## config.mk

```make
export PLATFORM = sky130hd
export DESIGN_NAME = ccff_chain_loader
export DESIGN_NICKNAME = d
export VERILOG_FILES = /design/src/rtl/ccff_chain_loader.sv
export SDC_FILE = /design/constraint.sdc
export NUM_CORES = 1
export LEC_CHECK = 0
export ABC_CLOCK_PERIOD_IN_PS = 2100
export BUFFER_PORTS_ARGS = -buffer_cell sky130_fd_sc_hd__buf_2
export CORE_ASPECT_RATIO = 1.2
export CORE_MARGIN = 2
export CORE_UTILIZATION = 54
export DETAILED_ROUTE_END_ITERATION = 10
export PLACE_DENSITY = 0.83
export SLEW_MARGIN = 10
export SYNTH_ARGS = -nofsm -noshare
export SYNTH_HDL_FRONTEND = slang
export SYNTH_SLANG_ARGS = --single-unit
```

## constraint.sdc

```tcl
create_clock -name prog_clk -period 2.1 [get_ports prog_clk]
set_clock_uncertainty 0.1 [all_clocks]
set_input_delay 0.105 -clock prog_clk [delete_from_list [all_inputs] [get_ports prog_clk]]
set_output_delay 0.105 -clock prog_clk [all_outputs]
set_load 0.01 [all_outputs]
```

## src/rtl/ccff_chain_loader.sv

```systemverilog
// ccff_chain_loader: configuration-chain controller for the routing tiles' mux-memory scan chain.
// It serialises bitstream words MSB-first into ccff_head while gating the chain with ccff_shift_en.
// It can also recirculate the chain once and compare a CRC-8 of the tail bits against the loaded bits.
// Ports:
//   prog_clk, pReset             : programming clock, asynchronous active-high reset
//   start, check_en              : start pulse, and whether to run the CHECK phase after LOAD
//   word_data/valid/ready        : bitstream word intake (valid/ready handshake)
//   ccff_head, ccff_shift_en     : serial data and shift enable toward the chain head
//   ccff_tail                    : serial data returning from the chain tail
//   busy, done, error, err_code  : status (err_code 01 = CRC mismatch, 10 = dirty tail on first load)
module ccff_chain_loader #(
   parameter int unsigned CHAIN_LEN = 58,
   parameter int unsigned WORD_W    = 8,
   parameter int unsigned CNT_W     = 16
) (
   input  logic              prog_clk,
   input  logic              pReset,
   input  logic              start,
   input  logic              check_en,
   input  logic [WORD_W-1:0] word_data,
   input  logic              word_valid,
   output logic              word_ready,
   output logic              ccff_head,
   output logic              ccff_shift_en,
   input  logic              ccff_tail,
   output logic              busy,
   output logic              done,
   output logic              error,
   output logic [1:0]        err_code
);

   localparam int unsigned IDX_W = (WORD_W > 1) ? $clog2(WORD_W) : 1;
   localparam int unsigned CRC_W = 8;
   localparam logic [CNT_W-1:0] LAST_BIT = CNT_W'(CHAIN_LEN - 1);
   localparam logic [IDX_W-1:0] REM_FULL = IDX_W'(WORD_W - 1);

   typedef enum logic [2:0] {
      S_IDLE,
      S_LOAD,
      S_CHECK,
      S_DONE,
      S_ERR
   } state_e;

   state_e             state_q, state_d;
   logic [WORD_W-1:0]  sh_q, sh_d;          // bits still to present, MSB next
   logic [IDX_W-1:0]   rem_q, rem_d;        // bits left in sh_q after the presented one
   logic               hv_q, hv_d;          // shifter is presenting a bit
   logic               head_q, head_d;      // presented bit; holds when the shifter is empty
   logic [CNT_W-1:0]   cnt_q, cnt_d;
   logic [CRC_W-1:0]   crc_load_q, crc_load_d;
   logic [CRC_W-1:0]   crc_tail_q, crc_tail_d;
   logic               chk_en_q, chk_en_d;
   logic               first_q, first_d;
   logic               busy_q, busy_d;
   logic               done_q, done_d;
   logic               error_q, error_d;
   logic [1:0]         err_code_q, err_code_d;
   logic               accept;

   // Bit-serial CRC-8, polynomial 0x07
   function automatic logic [CRC_W-1:0] crc8_step(input logic [CRC_W-1:0] crc, input logic b);
      logic fb;
      fb = crc[CRC_W-1] ^ b;
      return {crc[CRC_W-2:0], 1'b0} ^ (fb ? 8'h07 : 8'h00);
   endfunction

   // A new word may land while the shifter is empty, or on its last bit unless that bit completes the chain
   assign word_ready    = (state_q == S_LOAD) &&
                          (!hv_q || ((rem_q == '0) && (cnt_q != LAST_BIT)));
   assign accept        = word_ready && word_valid;
   assign ccff_shift_en = ((state_q == S_LOAD) && hv_q) || (state_q == S_CHECK);
   // During CHECK the tail is fed straight back to the head so the chain content is preserved
   assign ccff_head     = (state_q == S_CHECK) ? ccff_tail : head_q;
   assign busy          = busy_q;
   assign done          = done_q;
   assign error         = error_q;
   assign err_code      = err_code_q;

   // State register
   always_ff @(posedge prog_clk or posedge pReset) begin
      if (pReset) begin
         state_q    <= S_IDLE;
         sh_q       <= '0;
         rem_q      <= '0;
         hv_q       <= 1'b0;
         head_q     <= 1'b0;
         cnt_q      <= '0;
         crc_load_q <= '0;
         crc_tail_q <= '0;
         chk_en_q   <= 1'b0;
         first_q    <= 1'b1;
         busy_q     <= 1'b0;
         done_q     <= 1'b0;
         error_q    <= 1'b0;
         err_code_q <= '0;
      end else begin
         state_q    <= state_d;
         sh_q       <= sh_d;
         rem_q      <= rem_d;
         hv_q       <= hv_d;
         head_q     <= head_d;
         cnt_q      <= cnt_d;
         crc_load_q <= crc_load_d;
         crc_tail_q <= crc_tail_d;
         chk_en_q   <= chk_en_d;
         first_q    <= first_d;
         busy_q     <= busy_d;
         done_q     <= done_d;
         error_q    <= error_d;
         err_code_q <= err_code_d;
      end
   end

   // Next-state and datapath
   always_comb begin
      state_d    = state_q;
      sh_d       = sh_q;
      rem_d      = rem_q;
      hv_d       = hv_q;
      head_d     = head_q;
      cnt_d      = cnt_q;
      crc_load_d = crc_load_q;
      crc_tail_d = crc_tail_q;
      chk_en_d   = chk_en_q;
      first_d    = first_q;
      busy_d     = busy_q;
      done_d     = done_q;
      error_d    = error_q;
      err_code_d = err_code_q;

      unique case (state_q)
         S_IDLE, S_DONE, S_ERR: begin
            if (start) begin
               state_d    = S_LOAD;
               busy_d     = 1'b1;
               done_d     = 1'b0;
               error_d    = 1'b0;
               err_code_d = 2'b00;
               crc_load_d = '0;
               crc_tail_d = '0;
               cnt_d      = '0;
               hv_d       = 1'b0;
               chk_en_d   = check_en;
            end
         end

         S_LOAD: begin
            if (hv_q) begin
               cnt_d      = cnt_q + CNT_W'(1);
               crc_load_d = crc8_step(crc_load_q, head_q);
               if (first_q && ccff_tail) begin
                  // A freshly reset chain must emit zeros; a one means a broken or stuck chain
                  state_d    = S_ERR;
                  busy_d     = 1'b0;
                  error_d    = 1'b1;
                  err_code_d = 2'b10;
                  hv_d       = 1'b0;
                  first_d    = 1'b0;
               end else if (cnt_q == LAST_BIT) begin
                  // Chain full: any remaining low-order bits of this word are dropped
                  hv_d    = 1'b0;
                  first_d = 1'b0;
                  if (chk_en_q) begin
                     state_d = S_CHECK;
                     cnt_d   = '0;
                  end else begin
                     state_d = S_DONE;
                     busy_d  = 1'b0;
                     done_d  = 1'b1;
                  end
               end else if (rem_q != '0) begin
                  head_d = sh_q[WORD_W-1];
                  sh_d   = sh_q << 1;
                  rem_d  = rem_q - IDX_W'(1);
               end else begin
                  hv_d = 1'b0;
               end
            end
            if (accept && (state_d == S_LOAD)) begin
               head_d = word_data[WORD_W-1];
               sh_d   = word_data << 1;
               rem_d  = REM_FULL;
               hv_d   = 1'b1;
            end
         end

         S_CHECK: begin
            crc_tail_d = crc8_step(crc_tail_q, ccff_tail);
            cnt_d      = cnt_q + CNT_W'(1);
            if (cnt_q == LAST_BIT) begin
               busy_d = 1'b0;
               if (crc_tail_d == crc_load_q) begin
                  state_d = S_DONE;
                  done_d  = 1'b1;
               end else begin
                  state_d    = S_ERR;
                  error_d    = 1'b1;
                  err_code_d = 2'b01;
               end
            end
         end

         default: state_d = S_IDLE;
      endcase
   end

endmodule
```

[Word-level counts from Yosys, hierarchy flattened]
Index checks and enable logic that the tools add are counted.
Operators by class
  mux-type cells: 70
  equal/unequal tests: 21
  bitwise operators: 4
  reduce and logical (&&, ||, !) cells: 30
  $add $sub $neg: 2
Operator list (number)
  16-bit 2-to-1 mux: 5
  8-bit 2-to-1 mux: 7
  16-bit one-hot mux with 3 select lines: 1
  3-bit 2-to-1 mux: 14
  8-bit one-hot mux with 2 select lines: 2
  1-bit 2-to-1 mux: 30
  16-bit by 1-bit adder with 16-bit output (second input constant): 1
  16-bit by 6-bit equality test with 1-bit output (second input constant): 1
  16-bit by 6-bit inequality test with 1-bit output (second input constant): 1
  8-bit by 3-bit XOR with 8-bit output: 2
  2-bit by 1-bit inequality test with 1-bit output (second input constant): 6
  6-bit AND reduction: 2
  2-bit 2-to-1 mux: 5
  2-bit inequality test (second input constant): 5
  2-bit nonzero test: 5
  1-bit one-hot mux with 3 select lines: 3
  3-bit one-hot mux with 3 select lines: 1
  3-bit AND reduction: 3
  8-bit equality test: 1
  2-bit AND reduction: 4
  8-bit AND reduction: 1
  3-bit by 1-bit equality test with 1-bit output (second input constant): 2
  3-bit by 2-bit equality test with 1-bit output (second input constant): 2
  1-bit logical AND: 6
  13 further kinds: 17
Storage, ports and cells
  output and inout bits: 8
  bits in registers: 55

[Logic depth before layout (Yosys ltp)]
Gate-level depths: netlist of run 1.
  depth in word-level cells: 9
  gate-level depth with buffers: 9
  gate-level depth less buffers: 7

[Worst setup path before layout of run 1]
OpenSTA, ideal clock, no wires.
  path kind: register to register
  start: reg cnt_q[1]
  end: reg cnt_q[10]
  setup time: 121 ps
  arrival time: 1719 ps
  path slack: 160 ps
  clock period less this slack: 1940 ps
  cell stages (with the launch flop): 10
  path buffers: 2
  cells stage by stage: dfrtp_1 -> inv_1 -> ha_1 -> nor4b_1 -> and4_1 -> buf_4 -> a31oi_1 -> nor2_2 -> buf_2 -> nor2_1
On the way
  cells in the longest elaborated chain, start to end: 6
  elaborated cells between the ends (all ways): 7
RTL lines
  start: declaration: RTL line 50  | logic [CNT_W-1:0] cnt_q, cnt_d;
  start signal: assignment: RTL line 103  | cnt_q <= cnt_d;
  16-bit by 1-bit adder with 16-bit output: RTL line 150, 190
  16-bit 2-to-1 mux: RTL line 164  | if (chk_en_q) begin
  16-bit 2-to-1 mux: RTL line 160  | end else if (cnt_q == LAST_BIT) begin
  16-bit 2-to-1 mux: RTL line 152  | if (first_q && ccff_tail) begin
  16-bit 2-to-1 mux: RTL line 149  | if (hv_q) begin
  16-bit one-hot mux with 3 select lines (*): RTL line 132  | unique case (state_q)
Mark *: on every way between the ends. The rest lies on a longest branch, timed or not. The select of a mux whose other input is x is not followed.
A chain may end at the register's enable or synchronous reset.

[Worst setup path after layout of run 1]
  start: reg state_q[1]
  end: reg rem_q[2]
On the way
  cells in the longest elaborated chain, start to end: 8
  elaborated cells between the ends (all ways): 15
RTL lines
  start: declaration: RTL line 45  | state_e state_q, state_d;
  start signal: assignment: RTL line 98  | state_q <= state_d;
  3-bit 2-to-1 mux: RTL line 160
  3-bit 2-to-1 mux: RTL line 152
  3-bit 2-to-1 mux: RTL line 149
  3-bit 2-to-1 mux: RTL line 132
  3-bit by 1-bit equality test with 1-bit output: RTL line 180  | if (accept && (state_d == S_LOAD)) begin
  1-bit logical AND: RTL line 180
  2-bit by 1-bit inequality test with 1-bit output (no source line) or 2-bit nonzero test (tied branches)
  5-bit AND reduction (no source line)
  end signal: assignment: RTL line 100  | rem_q <= rem_d;
  end: declaration: RTL line 47  | logic [IDX_W-1:0] rem_q, rem_d;
Several ways; a longest one is shown, not always the timed one. The select of a mux whose other input is x is not followed.

==> metrics.txt, run 1 <==
CTS tree=done; peak supply drop=about 750 uV; Mean Syn Cell Area=between 10 and 15 sq um; routed via count=2,270; area leader, netlist=dfrtp_1; Final #Nets=approximately 350; Syn Inst Count=~280; HPWL after DPL=~4.3 mm; failing checks=negative hold slack; clock buffer depth=2; Reg2Reg Launch Point=state_q[1]$_DFFE_PP0P_; total track usage=0.216; Synth area leaders=dfrtp_1 46%, xor2_1 5.5%, nor2_1 4.3%; vias per std cell=5.79; crit path to=rem_q[2]$_DFFE_PP0P_; clk_lat worst skew=0.31 ns; Sw Ratio=0.258; Tot Pwr=2.25 mW; Startpoint Class=register; WL/cell=between 15 and 20 um; Slew @ Worst Pin=between 0.4 and 0.5 ns; Maximum Capacitance Violations=0; R2R depth=6; DRC viols=0; Syn Nets=around 300; register area share after synthesis=0.471; WP data arrival=roughly 2.1 ns; Fin Hold WS=-0.00153 ns; core area=between 5000 and 6000 sq um; FILL cells=414; Die Y=83.9 um; fmax=approximately 490 MHz; DP Cell Count=approximately 370; post-layout min period=2.04 ns; Highest Signal Layer=met4; Post-synth EDFFs=0; fin area=approximately 3400 sq um; r2r setup slk=approximately 0.06 ns; max_slew headroom=0.689; Initial Utilization=0.549; WL met3=129 um; period utilisation layout=0.972; Cell Chain, Critical Path=or3b_1 -> a21o_1 -> a211oi_4 -> buf_4 -> and3_1 -> o21ai_0; Yosys warning count=0; port bufs=21; RD Place Congestion=about 0.86; met1 WL=2.62 mm; unique cell type count in the Yosys netlist=57; Req. time, crit path=around 2.2 ns; GR Overflow Total=0; Synth top area share=0.462; antenna-violating nets left=0; Post-Layout Cell Count=392; sw power=~0.58 mW; total iterations of the first detailed-routing run=4; vias in the first global route=roughly 2,300; H-tree Lvls=2; largest net degree at the start of global routing=55; CP max FO=9; Die Area=just under 6000 sq um; Die W=about 71 um; P per Cell Area=~670 nW/um^2; Layout area overhead=18.0%; area of placed instances=around 3100 sq um; number of DRC markers in iteration 0=just over 100; Internal Power=roughly 1.7 mW; WP depth=6; Total Wirelength=around 6.0 mm; static leakage power=about 1.6 nW; Site Rows=29; Hold WC Path Type=in2reg; Final Hold Fails=1; crit path launch=state_q[1]$_DFFE_PP0P_; sequential share of power=0.540; initial antenna violation count=0; Synth Cell Area=2870 sq um; most common cell after layout, fill and taps aside=dfrtp_1; Root Buffer=clkbuf_8; worst path bufs/invs=1; Worst path max stage delay=roughly 0.47 ns; Ant. Diodes=0; CP top delay family=compound AO/OA/AOI/OAI gates; share of cells above drive strength 1=0.224; predominant post-synthesis flop cell=dfrtp_1; RSZ-0062 raised after global routing=true; CP endpoint kind=register; final setup fails=0; CP Class=reg2reg; Ports=22; crit path max-delay cell type=dfrtp_1; share of total power in the clock network=0.308; CTS Buf Count=5; first-pass GRT wire length=between 10 and 15 mm; commonest non-fill, non-tap cells in the layout=53 x dfrtp_1, 32 x nor2_1, 23 x buf_4; Gate power share=0.152; reg2reg end=rem_q[2]$_DFFE_PP0P_; TritonCTS Sinks=54; Synth async-reset ratio=1.00; fin. max-slew vios=0; Reg clk slew, reported paths=around 0.090 ns; FF+latch count, synth=between 50 and 60; status=complete, but fails checks; metal2 WL=slightly above 3 mm
==> registers in the layout, indices dropped and copies added, names as in the netlist <==
name and flops:
busy 1, chk_en_q 1, cnt_q 16, crc_load_q 8, crc_tail_q 8, done 1, err_code 2, error 1
first_q 1, head_q 1, hv_q 1, rem_q 3, sh_q 7, state_q 3
==> power groups by stage <==
stage	registers (mW)	logic (mW)	clock network [mW]
6_report	1.22	0.343	0.693
5_1_grt	1.23	0.388	0.754
4_1_cts	1.22	0.349	0.713
3_5_place_dp	1.24	0.332	0
3_3_place_gp	1.24	0.324	0
2_1_floorplan	1.22	0.267	0
==> logic make-up (layout without fill, tap and decap cells) <==
logic type	Yosys count	count (layout)	share of synthesized area
fa+ha+maj	4	4	0.0174
buf+inv	23	72	0.0427
flops	54	54	0.471
compound gates	81	81	0.211
mux	8	8	0.0283
simple gates	87	87	0.153
xor+xnor	24	24	0.0759
==> synth_stat cells (2+ instances only) <==
cell type / number
dfrtp_1: 53
nor2_1: 33
xor2_1: 18
a21oi_1: 17
nand2_1: 15
a22o_1: 14
o21ai_0: 12
inv_1: 11
mux2i_1: 7
o211ai_1: 6
o31ai_1: 6
buf_2: 5
o2111ai_1: 5
xnor2_1: 5
and3_1: 4
buf_4: 4
ha_1: 4
nand2b_1: 4
nor3_1: 4
and2_1: 3
nand3_1: 3
or4_1: 3
a211oi_1: 2
a21o_1: 2
a31oi_1: 2
and4_1: 2
buf_6: 2
nand4_1: 2
nor2b_1: 2
nor4_1: 2
o21a_1: 2
or3_1: 2
==> metal layers <==
layer  global-route usage  up-vias
met1                0.263     1113
met3               0.0374       14
met4               0.0875        0
li1                     -     1110
met5                    0        -
met2                0.375       33
==> final cells by class <==
class | instances | area (sq um) | area share
repair buffers | 53 | 379 | 0.112
inverters | 11 | 41.3 | 0.0122
multi-input cells | 204 | 1420 | 0.420
clock buffers | 5 | 68.8 | 0.0203
clock inverters | 3 | 43.8 | 0.0129
flip-flops and latches | 54 | 1350 | 0.399
well taps | 62 | 77.6 | 0.0229
==> worst register-to-register path, delay by kind of cell (launching register included) <==
family,cells,cell delay (ns)
AO/OA/AOI/OAI,3,0.60
buffers and inverters,1,0.18
flip-flops,1,0.47
AND/OR/NAND/NOR,2,0.58
==> worst min-delay path by stage <==
stage | start | to | slack [ns] | cells past startpoint
after CTS | word_data[5] | sh_q[6]$_DFFE_PP0P_ | 0.0006 | 3
after detailed placement | pReset | sh_q[1]$_DFFE_PP0P_ | 0.08 | 3
after global placement | pReset | rem_q[2]$_DFFE_PP0P_ | 0.08 | 3
final | word_data[5] | sh_q[6]$_DFFE_PP0P_ | -0.002 | 3
after global routing | word_data[6] | sh_q[7]$_DFFE_PP0P_ | 0.02 | 3
after floorplan | word_data[0] | sh_q[1]$_DFFE_PP0P_ | 0.13 | 2
==> metrics by stage <==
step,hold slack [ns],setup WS [ns],TNS [ns],util
final,-0.00153,0.0593,0,0.648
after detailed placement,0.0788,0.0460,0,0.603
after global placement,0.0762,0.125,0,0.603
after CTS,0.000583,0.0235,0,0.639
after global routing,0.0248,-0.0366,-0.0914,0.648
after floorplan,0.133,0.160,0,-
==> what timing repair did <==
action                     CTS  global route
gates resized for setup      3             5
pin swaps                    0             3
hold endpoints to repair    60             0
buffers inserted             0             3
hold buffers                 7             0
setup endpoints to repair    2            13
Note: power is estimated with default switching activity, not from simulation.
==> inputs of run 2 (changes only) <==
HOLD_SLACK_MARGIN = 0.05   (was default)
==> run 2 against run 1 <==
Net effect: the run now ends clean; worst hold slack better by 0.058 ns; wire length rose by 0.44%; sequential share of layout area fell by 0.35 points; count of clock-buffer cells in the layout unchanged; sequential cell count unchanged; total power is 0.33% higher; highest routed layer unchanged.
==> metrics.txt, run 2 (same netlist as run 1, synthesis figures left out) <==
status=complete, no violations; GR Overflow Total=0 (unchanged); sw power=0.586 mW (+0.63%); port bufs=21 (unchanged); final setup fails=0 (unchanged); Ant. Diodes=0 (unchanged); core area=5230 sq um (unchanged); CP endpoint kind=register; Reg with most FFs=cnt_q; Total Wirelength=6.00 mm (+0.44%); Die W=70.6 um (unchanged); Die Y=83.9 um (unchanged); routed via count=2,287 (+0.75%); Layout area overhead=19.0%; setup_tns=0 ns (unchanged); Final WS setup=0.0571 ns (-0.00224 ns); Slew @ Worst Pin=0.469 ns (+0.00304 ns); Die Area=5920 sq um (unchanged); worst path bufs/invs=1 (unchanged); largest net degree at the start of global routing=55 (unchanged); CP top delay family=compound AO/OA/AOI/OAI gates; WP depth=6 (unchanged); total iterations of the first detailed-routing run=4 (unchanged); RD Place Congestion=0.856 (unchanged); Hold WC Path Type=in2reg; static leakage power=1.59 nW (+0.79%); initial antenna violation count=0 (unchanged); max FFs per register=16 (unchanged); met1 WL=2.63 mm (+0.11%); share of cells above drive strength 1=0.222 (-0.00202); Root Buffer=clkbuf_8; Sw Ratio=0.259 (+0.000782); Maximum Capacitance Violations=0 (unchanged); vias in the first global route=2,320 (+0.52%); share of total power in the clock network=0.307 (about the same); R2R depth=6 (unchanged); sequential share of power=0.538 (-0.002); first-pass GRT wire length=10.4 mm (+0.40%); Worst path max stage delay=0.47 ns (about the same); Ports=22 (unchanged); Cell Chain, Critical Path=or3b_1 -> a21o_1 -> a211oi_4 -> buf_4 -> and3_1 -> o21ai_0; Final Hold Fails=0 (-1); CTS Buf Count=5 (unchanged); total track usage=0.217 (+0.00102); antenna-violating nets left=0 (unchanged); peak supply drop=751 uV (about the same); Site Rows=29 (unchanged); Startpoint Class=register; post-layout min period=2.04 ns (+0.00224 ns); Final #Nets=350 (+0.86%); clock buffer depth=2 (unchanged); fmax=490 MHz (-0.11%); metal2 WL=3.08 mm (+0.13%); Final Util=0.654 (+0.00575); CP Class=reg2reg; top flop regs=cnt_q (16), crc_load_q (8), crc_tail_q (8); H-tree Lvls=2 (unchanged); Highest Signal Layer=met4; WL/cell=15.2 um (-0.33%); commonest non-fill, non-tap cells in the layout=53 x dfrtp_1, 32 x nor2_1, 23 x buf_4; CP max FO=9 (unchanged); HPWL after DPL=4.30 mm (unchanged); dpl ws=0.0460 ns (unchanged); Internal Power=1.68 mW (+0.22%); DRC viols=0 (unchanged); clk_lat worst skew=0.31 ns (about the same); CTS tree=done; P per Cell Area=662 nW/um^2 (-0.56%); Gate power share=0.154 (+0.002); Hold Crit Depth=3 (unchanged); RSZ-0062 raised after global routing=true; Initial Utilization=0.549 (unchanged); max_slew headroom=0.687 (-0.00203); Reg clk slew, reported paths=0.09 ns (about the same); number of DRC markers in iteration 0=105 (+1.9%); most common cell after layout, fill and taps aside=dfrtp_1; WP data arrival=2.13 ns (about the same); WL met3=149 um (+16%); TritonCTS Sinks=54 (unchanged); crit path max-delay cell type=dfrtp_1; vias per std cell=5.79 (about the same); fin. max-slew vios=0 (unchanged); period utilisation layout=0.973 (+0.00107); Req. time, crit path=2.19 ns (about the same)
run 2: changes by cell type in the layout (fill, tap and decap cells not counted):
| cell | delta |
|---|---|
| dlygate4sd3_1 | +3 |
run 2: repair_timing:
action                     4_1_cts  5_1_grt
pin swaps                        0        3
hold endpoints to repair        63        0
hold buffers                    10        0
setup buffers                    0        3
resized for setup                3        5
setup endpoints to repair        2       13
run 2: path summary, 6_finish.rpt:
path | startpoint | endpoint | slack (ns)
worst max-delay path | state_q[1]$_DFFE_PP0P_ | rem_q[2]$_DFFE_PP0P_ | 0.06
worst min-delay path | word_data[7] | head_q$_DFFE_PP0P_ | 0.06
worst max register to register | state_q[1]$_DFFE_PP0P_ | rem_q[2]$_DFFE_PP0P_ | 0.06
worst min register to register | first_q$_DFFE_PP1P_ | first_q$_DFFE_PP1P_ | 0.41
max in group asynchronous | pReset | first_q$_DFFE_PP1P_ | 1.33
min in group asynchronous | pReset | cnt_q[10]$_DFFE_PP0P_ | 0.27
run 2: metrics by stage:
| step | instances | power, mW | instance area, sq um | hold WS (ns) |
|---|---|---|---|---|
| floorplan | 281 | 1.49 | 2870 | 0.133 |
| global placement | 374 | 1.56 | 3150 | 0.0762 |
| detailed placement | 374 | 1.57 | 3150 | 0.0788 |
| CTS | 392 | 2.28 | 3370 | 0.0537 |
| global route | 395 | 2.38 | 3420 | 0.0617 |
| finish | 395 | 2.26 | 3420 | 0.0563 |
run 2: worst reg2reg max path, delay by kind of cell (launching register included):
family	cells	cell delay, ns
and+or+nand+nor	2	0.58
buffers and inverters	1	0.18
AOI/OAI and AO/OA	3	0.61
DFF	1	0.47
run 2: cell type report:
cell class                      instances  area (sq um)
Multi-Input combinational cell        204          1420
Clock inverter                          3          43.8
Timing Repair Buffer                   56           409
Tap cell                               62          77.6
Inverter                               11          41.3
Sequential cell                        54          1350
Clock buffer                            5          68.8
Fill cell                             413          1810
run 2: layer usage:
| layer | global-route usage | up-vias |
|---|---|---|
| met2 | 0.378 | 39 |
| met1 | 0.263 | 1116 |
| met4 | 0.0875 | 0 |
| li1 | - | 1118 |
| met5 | 0 | - |
| met3 | 0.0374 | 14 |
run 2: power groups by stage:
stage	combinational [mW]	sequential [mW]	clock (mW)
floorplan	0.267	1.22	0
global placement	0.324	1.24	0
detailed placement	0.332	1.24	0
CTS	0.353	1.22	0.713
global route	0.392	1.23	0.754
finish	0.349	1.22	0.695
==> inputs of run 3 (changes only) <==
ABC_CLOCK_PERIOD_IN_PS = 2400   (was 2100)
CAP_MARGIN = 20   (was default)
CORE_UTILIZATION = 60   (was 54)
PLACE_DENSITY = 0.87   (was 0.83)
SLEW_MARGIN = default   (was 10)
clock period = 2.4 ns   (was 2.1 ns; I/O delays follow)
==> run 3 against run 2 <==
Net effect: via count fell by 1.7%; register-to-register slack improved by 0.18 ns; sequential cell count did not move; die area fell by 9.5%; global-route usage rose by 2.7 points; count of clock-buffer cells in the layout did not move; critical endpoint is now word_ready.
==> metrics.txt, run 3 (same netlist as run 1, synthesis figures left out) <==
status=complete, no violations; most common cell after layout, fill and taps aside=dfrtp_1; total track usage=0.244 (+0.0271); Hold WC Path Type=in2reg; Hold Crit Depth=3 (unchanged); crit path launch=cnt_q[1]$_DFFE_PP0P_; static leakage power=1.51 nW (-5.2%); first-pass GRT wire length=9.89 mm (-5.0%); CP Class=reg2out; routed via count=2,247 (-1.7%); clock buffer depth=2 (unchanged); Final #Nets=338 (-3.4%); fmax=between 400 and 500 MHz; CP endpoint kind=output pin; reg2reg end=sh_q[4]$_DFFE_PP0P_; Layout area overhead=14.6%; TritonCTS Sinks=54 (unchanged); Final Hold Fails=0 (unchanged); number of DRC markers in iteration 0=161 (+53%); RD Place Congestion=0.897 (+4.8%); fin area=3290 sq um (-3.8%); Fin Hold WS=0.118 ns (+0.0615 ns); period utilisation layout=0.942; Startpoint Class=register; GR Overflow Total=0 (unchanged); Reg with most FFs=cnt_q; Die Area=5360 sq um (-9.5%); R2R depth=6 (unchanged); largest net degree at the start of global routing=24 (-56%); Reg2Reg Launch Point=state_q[1]$_DFFE_PP0P_; port bufs=21 (unchanged); r2r setup slk=0.24 ns (+0.18 ns); CP max FO=8 (-1); max_slew headroom=0.674 (-0.0132); share of cells above drive strength 1=0.178 (-0.0447); core area=4590 sq um (-12%); Req. time, crit path=2.18 ns (about the same); Ant. Diodes=0 (unchanged); Slew @ Worst Pin=0.489 ns (+0.0198 ns); FILL cells=345 (-16%); crit path max-delay cell type=dfrtp_1; vias in the first global route=2,156 (-7.1%); fin. max-slew vios=0 (unchanged); H-tree Lvls=2 (unchanged); RSZ-0062 raised after global routing=false; antenna-violating nets left=0 (unchanged); initial antenna violation count=0 (unchanged); WL/cell=15.6 um (+2.9%); Ports=22 (unchanged); area of placed instances=3060 sq um (-2.9%); HPWL after DPL=4.24 mm (-1.4%); Site Rows=27 (-6.9%); CTS Buf Count=5 (unchanged); Tot Pwr=1.99 mW (-12%); post-CTS setup buffer count=0 (unchanged); post-layout min period=2.26 ns; Initial Utilization=0.625 (+0.0754); Reg clk slew, reported paths=0.11 ns (+0.02 ns); Cell Chain, Critical Path=inv_1 -> ha_1 -> nor4b_2 -> and4_2 -> buf_4 -> o21a_1 -> nor2_1 -> buf_2; Maximum Capacitance Violations=0 (unchanged); peak supply drop=779 uV (+3.7%); Die W=67.1 um (-4.8%); Worst Hold Endpoint=first_q$_DFFE_PP1P_; DRC viols=0 (unchanged); Worst path max stage delay=0.42 ns (-0.05 ns); max FFs per register=16 (unchanged); commonest non-fill, non-tap cells in the layout=53 x dfrtp_1, 33 x nor2_1, 21 x buf_2; final setup fails=0 (unchanged); WP data arrival=2.04 ns (-0.09 ns); top flop regs=cnt_q (16), crc_load_q (8), crc_tail_q (8); P per Cell Area=605 nW/um^2 (-8.6%); CTS tree=done; hold wc startpoint=ccff_tail; Final Util=0.716 (+0.0617); vias per std cell=5.93 (+2.4%); Root Buffer=clkbuf_8; clk_lat worst skew=0.32 ns (about the same); total iterations of the first detailed-routing run=4 (unchanged); Total Wirelength=5.92 mm (-1.3%); setup_tns=0 ns (unchanged); Die Y=79.8 um (-4.9%)
## run 3: changes by cell type in the layout (fill, tap and decap cells not counted), sizes merged
cell	delta
dlygate4sd3	+1
inv	-1
clkinv	-1
buf	-13
clkinvlp	+2
## run 3: cell type report
class / count / area, sq um / area share
clock inverter: 3 / 45.0 / 0.0137
tap: 58 / 72.6 / 0.0221
inverter: 11 / 41.3 / 0.0126
sequential: 54 / 1350 / 0.411
multi-input combinational: 204 / 1400 / 0.427
timing repair buffer: 44 / 305 / 0.0928
clock buffer: 5 / 68.8 / 0.0209
## run 3: how the worst max path moves through the flow
| stage | slack (ns) | to | cells after the start |
|---|---|---|---|
| floorplan | 0.46 | cnt_q[10]$_DFFE_PP0P_ | 9 |
| global placement | 0.28 | sh_q[6]$_DFFE_PP0P_ | 8 |
| detailed placement | 0.27 | sh_q[2]$_DFFE_PP0P_ | 8 |
| CTS | 0.03 | word_ready | 8 |
| global route | 0.02 | word_ready | 8 |
| finish | 0.14 | word_ready | 8 |
## run 3: layer usage
metal	part of all wire	wire length [um]	track usage
met2	0.52	3070	0.429
met5	0	0	0
met1	0.43	2540	0.301
met3	0.037	221	0.0494
met4	0.014	83	0.0612
## run 3: timing repair
action	CTS	global route
endpoints found under the setup margin	1	1
endpoints found under the hold margin	31	0
resized for setup	1	1
hold buffers	11	0
## run 3: metrics by stage
step | setup slack [ns] | cells
floorplan | 0.460 | 281
global route | 0.0162 | 379
global placement | 0.281 | 360
detailed placement | 0.270 | 360
CTS | 0.0318 | 379
finish | 0.138 | 379
## run 3: report_power, final
part	total, mW	leakage [nW]	internal (mW)	switching (mW)
combinational	0.302	0.783	0.161	0.140
clock	0.616	0.0504	0.311	0.306
sequential	1.07	0.677	0.991	0.0821
total	1.99	1.51	1.46	0.528
## run 3: critical path, delay by kind of cell (launching register included)
family / cells / cell delay, ns
adder cells (fa/ha/maj): 1 / 0.14
buffers and inverters: 3 / 0.39
AND/OR/NAND/NOR: 3 / 0.64
flip-flops: 1 / 0.42
AO/OA/AOI/OAI: 1 / 0.13
